==> config.mk <==
export PLATFORM = sky130hd
export DESIGN_NAME = mem_access_sched
export DESIGN_NICKNAME = d
export VERILOG_FILES = /design/src/rtl/mem_access_sched_pkg.sv /design/src/rtl/mem_access_sched.sv
export SDC_FILE = /design/constraint.sdc
export NUM_CORES = 1
export LEC_CHECK = 0
export ABC_AREA = 1
export CORE_MARGIN = 1
export CORE_UTILIZATION = 51
export CTS_CLUSTER_SIZE = 12
export DETAILED_ROUTE_END_ITERATION = 6
export PLACE_DENSITY = 0.77
export SKIP_LAST_GASP = 1
export SLEW_MARGIN = 20
export SYNTH_ARGS = -nofsm -noshare
export SYNTH_HDL_FRONTEND = slang
export SYNTH_SLANG_ARGS = --single-unit
==> constraint.sdc <==
create_clock -name clk -period 5.25 [get_ports clk]
set_input_delay 1.05 -clock clk [delete_from_list [all_inputs] [get_ports clk]]
set_output_delay 1.05 -clock clk [all_outputs]
set_load 0.01 [all_outputs]
==> src/rtl/mem_access_sched_pkg.sv <==
// rtl/mem_access_sched_pkg.sv - shared widths and state encoding for the PE memory access sequencer
package mem_access_sched_pkg;

  localparam int PE_IN_IDX_W = 8;
  localparam int PE_DATA_W   = 16;
  localparam int PE_ACT_NO_W = 4;
  localparam int W_MEM_ADDR_W = 12;

  typedef enum logic [1:0] {
    ST_IDLE = 2'd0,
    ST_WAIT = 2'd1,
    ST_RUN  = 2'd2,
    ST_DONE = 2'd3
  } sched_state_e;

endpackage

==> src/rtl/mem_access_sched.sv <==
// rtl/mem_access_sched.sv - issues one weight SRAM read per output activation for each accepted input activation
module mem_access_sched
  import mem_access_sched_pkg::*;
#(
  parameter int IN_IDX_WIDTH = PE_IN_IDX_W,
  parameter int DATA_WIDTH   = PE_DATA_W,
  parameter int ACT_NO_WIDTH = PE_ACT_NO_W,
  parameter int W_ADDR_WIDTH = W_MEM_ADDR_W
) (
  input  logic                    clk,
  input  logic                    rst,
  input  logic                    start,
  input  logic [ACT_NO_WIDTH-1:0] cfg_num_out,
  input  logic [W_ADDR_WIDTH-1:0] cfg_w_base,
  input  logic                    in_act_valid,
  output logic                    in_act_ready,
  input  logic [IN_IDX_WIDTH-1:0] in_act_idx,
  input  logic [DATA_WIDTH-1:0]   in_act_value,
  input  logic                    in_act_last,
  input  logic                    stall,
  output logic                    comp_en_mem,
  output logic [DATA_WIDTH-1:0]   in_act_value_mem,
  output logic [ACT_NO_WIDTH-1:0] out_act_addr_mem,
  output logic                    w_mem_cen,
  output logic                    w_mem_wen,
  output logic [W_ADDR_WIDTH-1:0] w_mem_addr,
  output logic                    done
);

  localparam int PROD_WIDTH = IN_IDX_WIDTH + ACT_NO_WIDTH + 1;

  sched_state_e            state_q, state_d;
  logic [ACT_NO_WIDTH-1:0] num_out_q, num_out_d;
  logic [W_ADDR_WIDTH-1:0] base_q, base_d;
  logic [W_ADDR_WIDTH-1:0] row_base_q, row_base_d;
  logic [DATA_WIDTH-1:0]   value_q, value_d;
  logic                    last_q, last_d;
  logic [ACT_NO_WIDTH-1:0] out_cnt_q, out_cnt_d;

  logic                    issue;
  logic                    final_issue;
  logic                    accept;
  logic [ACT_NO_WIDTH:0]   row_len;
  logic [PROD_WIDTH-1:0]   row_prod;
  logic [W_ADDR_WIDTH-1:0] row_base_new;

  // Row base of an incoming activation; the product is truncated so the add wraps.
  assign row_len      = {1'b0, num_out_q} + {{ACT_NO_WIDTH{1'b0}}, 1'b1};
  assign row_prod     = PROD_WIDTH'(in_act_idx) * PROD_WIDTH'(row_len);
  assign row_base_new = base_q + W_ADDR_WIDTH'(row_prod);

  always_comb begin
    state_d      = state_q;
    num_out_d    = num_out_q;
    base_d       = base_q;
    row_base_d   = row_base_q;
    value_d      = value_q;
    last_d       = last_q;
    out_cnt_d    = out_cnt_q;
    issue        = 1'b0;
    final_issue  = 1'b0;
    in_act_ready = 1'b0;
    done         = 1'b0;
    case (state_q)
      ST_IDLE: begin
        if (start) begin
          num_out_d = cfg_num_out;
          base_d    = cfg_w_base;
          state_d   = ST_WAIT;
        end
      end
      ST_WAIT: begin
        in_act_ready = 1'b1;
      end
      ST_RUN: begin
        issue        = !stall;
        final_issue  = issue && (out_cnt_q == num_out_q);
        in_act_ready = final_issue && !last_q;
        if (final_issue) begin
          out_cnt_d = '0;
          state_d   = last_q ? ST_DONE : ST_WAIT;
        end else if (issue) begin
          out_cnt_d = out_cnt_q + ACT_NO_WIDTH'(1);
        end
      end
      ST_DONE: begin
        done    = 1'b1;
        state_d = ST_IDLE;
      end
      default: state_d = ST_IDLE;
    endcase
    accept = in_act_valid && in_act_ready;
    // An accept in RUN overrides the WAIT/DONE exit so the next row starts without a bubble.
    if (accept) begin
      row_base_d = row_base_new;
      value_d    = in_act_value;
      last_d     = in_act_last;
      out_cnt_d  = '0;
      state_d    = ST_RUN;
    end
  end

  always_ff @(posedge clk) begin
    if (rst) begin
      state_q    <= ST_IDLE;
      num_out_q  <= '0;
      base_q     <= '0;
      row_base_q <= '0;
      value_q    <= '0;
      last_q     <= 1'b0;
      out_cnt_q  <= '0;
    end else begin
      state_q    <= state_d;
      num_out_q  <= num_out_d;
      base_q     <= base_d;
      row_base_q <= row_base_d;
      value_q    <= value_d;
      last_q     <= last_d;
      out_cnt_q  <= out_cnt_d;
    end
  end

  assign comp_en_mem      = issue;
  assign w_mem_cen        = !issue;
  assign w_mem_wen        = 1'b1;
  assign w_mem_addr       = row_base_q + W_ADDR_WIDTH'(out_cnt_q);
  assign in_act_value_mem = issue ? value_q : '0;
  assign out_act_addr_mem = issue ? out_cnt_q : '0;

endmodule

==> run summary <==
======================================================================================
Design internal power                                                         1.142 mW
Core footprint                                                               7727 um^2
Final setup TNS                                                                   0 ns
Top_reg_cell synth                                                        sky130_fd_sc_hd__dfxtp_1
Wire length after detailed routing                                             9558 um
Clock slew at the register clock pins of the worst setup and hold paths        0.10 ns
Seq/Total Area, Yosys                                                           24.95%
First-pass detailed-route iteration total                                            4
Critical path peak fanout                                                           11
Final Slew Violations                                                                0
Insertion delay to the later sink of the worst-skew pair                       0.31 ns
Unrepaired setup endpoints after global routing                                     no
IR Drop Worst-Case VDD                                                     0.0002159 V
Number of enable flip-flop cells after synthesis                                     0
Overall Global Routing Usage                                                    24.87%
Worst clock skew on the final layout                                       0.008862 ns
Filler Cells Inserted                                                              655
Transition time of the tightest slew-check pin                                1.046 ns
Die extent in y                                                               91.57 um
# Post-CTS Setup Buffers                                                             0
Count of buffers from port buffering                                                81
Final routed DRC violation total                                                     0
RD Place Congestion                                                             0.9062
Routed len/inst                                                               12.27 um
Startpoint kind of the worst setup timing path                                    flop
Number of buffers on the longest clock path                                          2
Starting utilization of the core area                                           52.95%
Clock tree from TritonCTS                                                         done
Switching portion of total power                                                47.85%
Power share of the combinational group                                           64.3%
Total number of H-tree levels                                                        2
Net count, final                                                                   782
Via count of the first global-routing pass                                        3763
PwrDens                                                                   433.6 nW/um^2
Hold Path Class                                                                reg2reg
Syn Nets                                                                           709
Synthesized area divided by synthesized cell count                          6.774 um^2
Leak                                                                          2.582 nW
Site Rows                                                                           32
Category of the worst setup path capture point                                    flop
Number of antenna violations at the first check in global routing                    0
Resized cells post-CTS                                                               0
Hold Buf Count CTS                                                                   0
Count of synthesis-stage warnings from yosys                                         0
Minimum period implied by the final worst setup slack                         4.775 ns
Result of the run                                                         finished clean
Critical Setup Path Class                                                      reg2reg
Chip Width                                                                    91.57 um
Count of maximum capacitance violations                                              0
Share of final-layout standard cells stronger than drive strength 1             2.511%
Clock Tree Root                                                           sky130_fd_sc_hd__clkbuf_8
Area added between synthesis and finish                                         23.46%
Antenna cells                                                                        0
Die Area                                                                     8384 um^2
Final number of hold-violating endpoints                                             0
Reported net switching power                                                  1.048 mW
Worst Path Arrival                                                             5.01 ns
Number of nets with antenna violations after routing                                 0
Detailed Place HPWL                                                            7531 um
Required @ worst endpoint                                                      5.48 ns
Grt ovf                                                                              0
Synthesized instance count                                                         604
Power Total                                                                   2.190 mW
Largest net degree at the start of global routing                                   36
Headroom to the max-slew limit                                                  30.19%
Synthesis-stage register bit count                                                  51
Fraction of registers with async set/reset                                          0%
First-pass GRT wire length                                                    16700 um
Final setup violating endpoints                                                      0
Max Freq                                                                     209.4 MHz
Iteration-0 DRC count of the detailed router                                       153
Boundary pin count                                                                  83
CTS Sinks                                                                           51
Portion of total power attributed to the clock network                           11.3%
Final design utilization                                                        65.37%
Netlist cell types                                                                  31
Part of the total power dissipated in sequential elements                        24.4%
Final Cycle Share                                                               90.96%
Vias per cell                                                                    4.800
Total number of vias                                                              3739
Clock buffers created by TritonCTS                                                   5
Post-synthesis instance area                                                 4091 um^2
======================================================================================
registers in the layout, summed over array words and instances (netlist names):
| signal | flops |
|---|---|
| base_q | 12 |
| last_q | 1 |
| value_q | 16 |
| row_base_q | 12 |
| state_q | 2 |
| num_out_q | 4 |
| out_cnt_q | 4 |
final timing paths:
kind	start	to	slack, ns	depth (start not counted)
setup / recovery	num_out_q[0]$_SDFFE_PP0P_	row_base_q[8]$_SDFFE_PP0P_	0.47	18
hold / removal	base_q[8]$_SDFFE_PP0P_	base_q[8]$_SDFFE_PP0P_	0.51	2
setup reg to reg	num_out_q[0]$_SDFFE_PP0P_	row_base_q[8]$_SDFFE_PP0P_	0.47	18
hold reg to reg	base_q[8]$_SDFFE_PP0P_	base_q[8]$_SDFFE_PP0P_	0.51	2
power groups by stage:
stage | clock network (mW) | registers [mW] | logic (mW)
after CTS | 0.252 | 0.534 | 1.41
after detailed placement | 0 | 0.542 | 1.40
after floorplan | 0 | 0.521 | 1.06
after global placement | 0 | 0.539 | 1.37
after global routing | 0.267 | 0.545 | 1.63
final | 0.248 | 0.534 | 1.41
per-layer routing:
metal,vias up,global-route usage (%),wire [um]
met5,-,0,0
met4,0,7.275,187
met3,18,3.266,439
met2,81,44.55,4649
met1,1702,30.96,4282
li1,1938,-,-
per-stage QoR:
step	cells	area (um^2)	worst slack, ns	hold slack [ns]
after floorplan	604	4091	1.331	0.4618
after global placement	772	4960	0.6984	0.4979
after detailed placement	772	4960	0.5636	0.4982
after CTS	779	5051	0.5253	0.5113
after global routing	779	5051	0.1943	0.5526
final	779	5051	0.4746	0.5142
synthesized netlist by cell type, types with 5 or more instances:
| master | count | area, um^2 |
|---|---|---|
| sky130_fd_sc_hd__a21oi_1 | 16 | 80.08 |
| sky130_fd_sc_hd__buf_2 | 5 | 25.02 |
| sky130_fd_sc_hd__clkbuf_1 | 9 | 33.78 |
| sky130_fd_sc_hd__dfxtp_1 | 51 | 1021 |
| sky130_fd_sc_hd__fa_1 | 29 | 580.6 |
| sky130_fd_sc_hd__ha_1 | 30 | 375.4 |
| sky130_fd_sc_hd__inv_1 | 116 | 435.4 |
| sky130_fd_sc_hd__nand2_1 | 131 | 491.7 |
| sky130_fd_sc_hd__nand3_1 | 22 | 110.1 |
| sky130_fd_sc_hd__nand4_1 | 5 | 31.28 |
| sky130_fd_sc_hd__nor2_1 | 125 | 469.2 |
| sky130_fd_sc_hd__o21ai_0 | 22 | 110.1 |
| sky130_fd_sc_hd__xnor2_1 | 7 | 61.31 |
| sky130_fd_sc_hd__xor2_1 | 12 | 105.1 |
worst max-delay path: stages, from the launching register on:
cell	delay [ns]
sky130_fd_sc_hd__dfxtp_1	0.60
sky130_fd_sc_hd__inv_1	0.17
sky130_fd_sc_hd__nor3_1	0.30
sky130_fd_sc_hd__xor2_1	0.42
sky130_fd_sc_hd__inv_1	0.23
sky130_fd_sc_hd__nor2_1	0.20
sky130_fd_sc_hd__fa_1	0.47
sky130_fd_sc_hd__fa_1	0.55
sky130_fd_sc_hd__inv_1	0.05
sky130_fd_sc_hd__fa_1	0.53
sky130_fd_sc_hd__inv_1	0.04
sky130_fd_sc_hd__ha_1	0.34
sky130_fd_sc_hd__nand3_1	0.10
sky130_fd_sc_hd__nand3_1	0.13
sky130_fd_sc_hd__a21oi_1	0.23
sky130_fd_sc_hd__nor2_1	0.06
sky130_fd_sc_hd__nor2_1	0.09
sky130_fd_sc_hd__nand2_1	0.06
sky130_fd_sc_hd__o21ai_0	0.13
cells by family (layout without fill, tap and decap cells):
kind of cell | count (synthesis) | in the layout | synth area share, %
buffers and inverters | 136 | 209 | 13.09
AOI/OAI and AO/OA | 45 | 45 | 5.933
xor gates and xnor gates | 19 | 19 | 4.067
adders and majority gates | 59 | 59 | 23.36
and+or+nand+nor | 293 | 293 | 28.50
DFF | 51 | 51 | 24.95
other | 1 | 1 | 0.09166
final cells by class:
class | instances | area (um^2) | share of cell area, %
Clock inverter | 1 | 8.758 | 0.1734
Tap cell | 102 | 127.6 | 2.527
Clock buffer | 6 | 82.58 | 1.635
Multi-Input combinational cell | 417 | 2535 | 50.19
Sequential cell | 51 | 1021 | 20.21
Inverter | 118 | 442.9 | 8.769
Timing Repair Buffer | 84 | 833.3 | 16.50
layout by cell type, fill, tap and decap left out, types with 2 or more instances in the layout:
cell / synthesis / layout
sky130_fd_sc_hd__ha_1: 30 / 30
sky130_fd_sc_hd__dfxtp_1: 51 / 51
sky130_fd_sc_hd__clkdlybuf4s50_1: 0 / 81
sky130_fd_sc_hd__buf_4: 1 / 3
sky130_fd_sc_hd__xor2_1: 12 / 12
sky130_fd_sc_hd__xnor2_1: 7 / 7
sky130_fd_sc_hd__nor3_1: 3 / 3
sky130_fd_sc_hd__a21o_1: 3 / 3
sky130_fd_sc_hd__or2_2: 2 / 2
sky130_fd_sc_hd__clkbuf_8: 0 / 6
sky130_fd_sc_hd__fa_1: 29 / 29
sky130_fd_sc_hd__a21oi_1: 16 / 16
sky130_fd_sc_hd__nor2_1: 125 / 125
sky130_fd_sc_hd__o21ai_0: 22 / 22
sky130_fd_sc_hd__nand3_1: 22 / 22
sky130_fd_sc_hd__nand4_1: 5 / 5
sky130_fd_sc_hd__inv_1: 116 / 116
sky130_fd_sc_hd__nor2_2: 2 / 2
sky130_fd_sc_hd__nand2_1: 131 / 131
No activity file was read; power rests on OpenSTA's default activity.
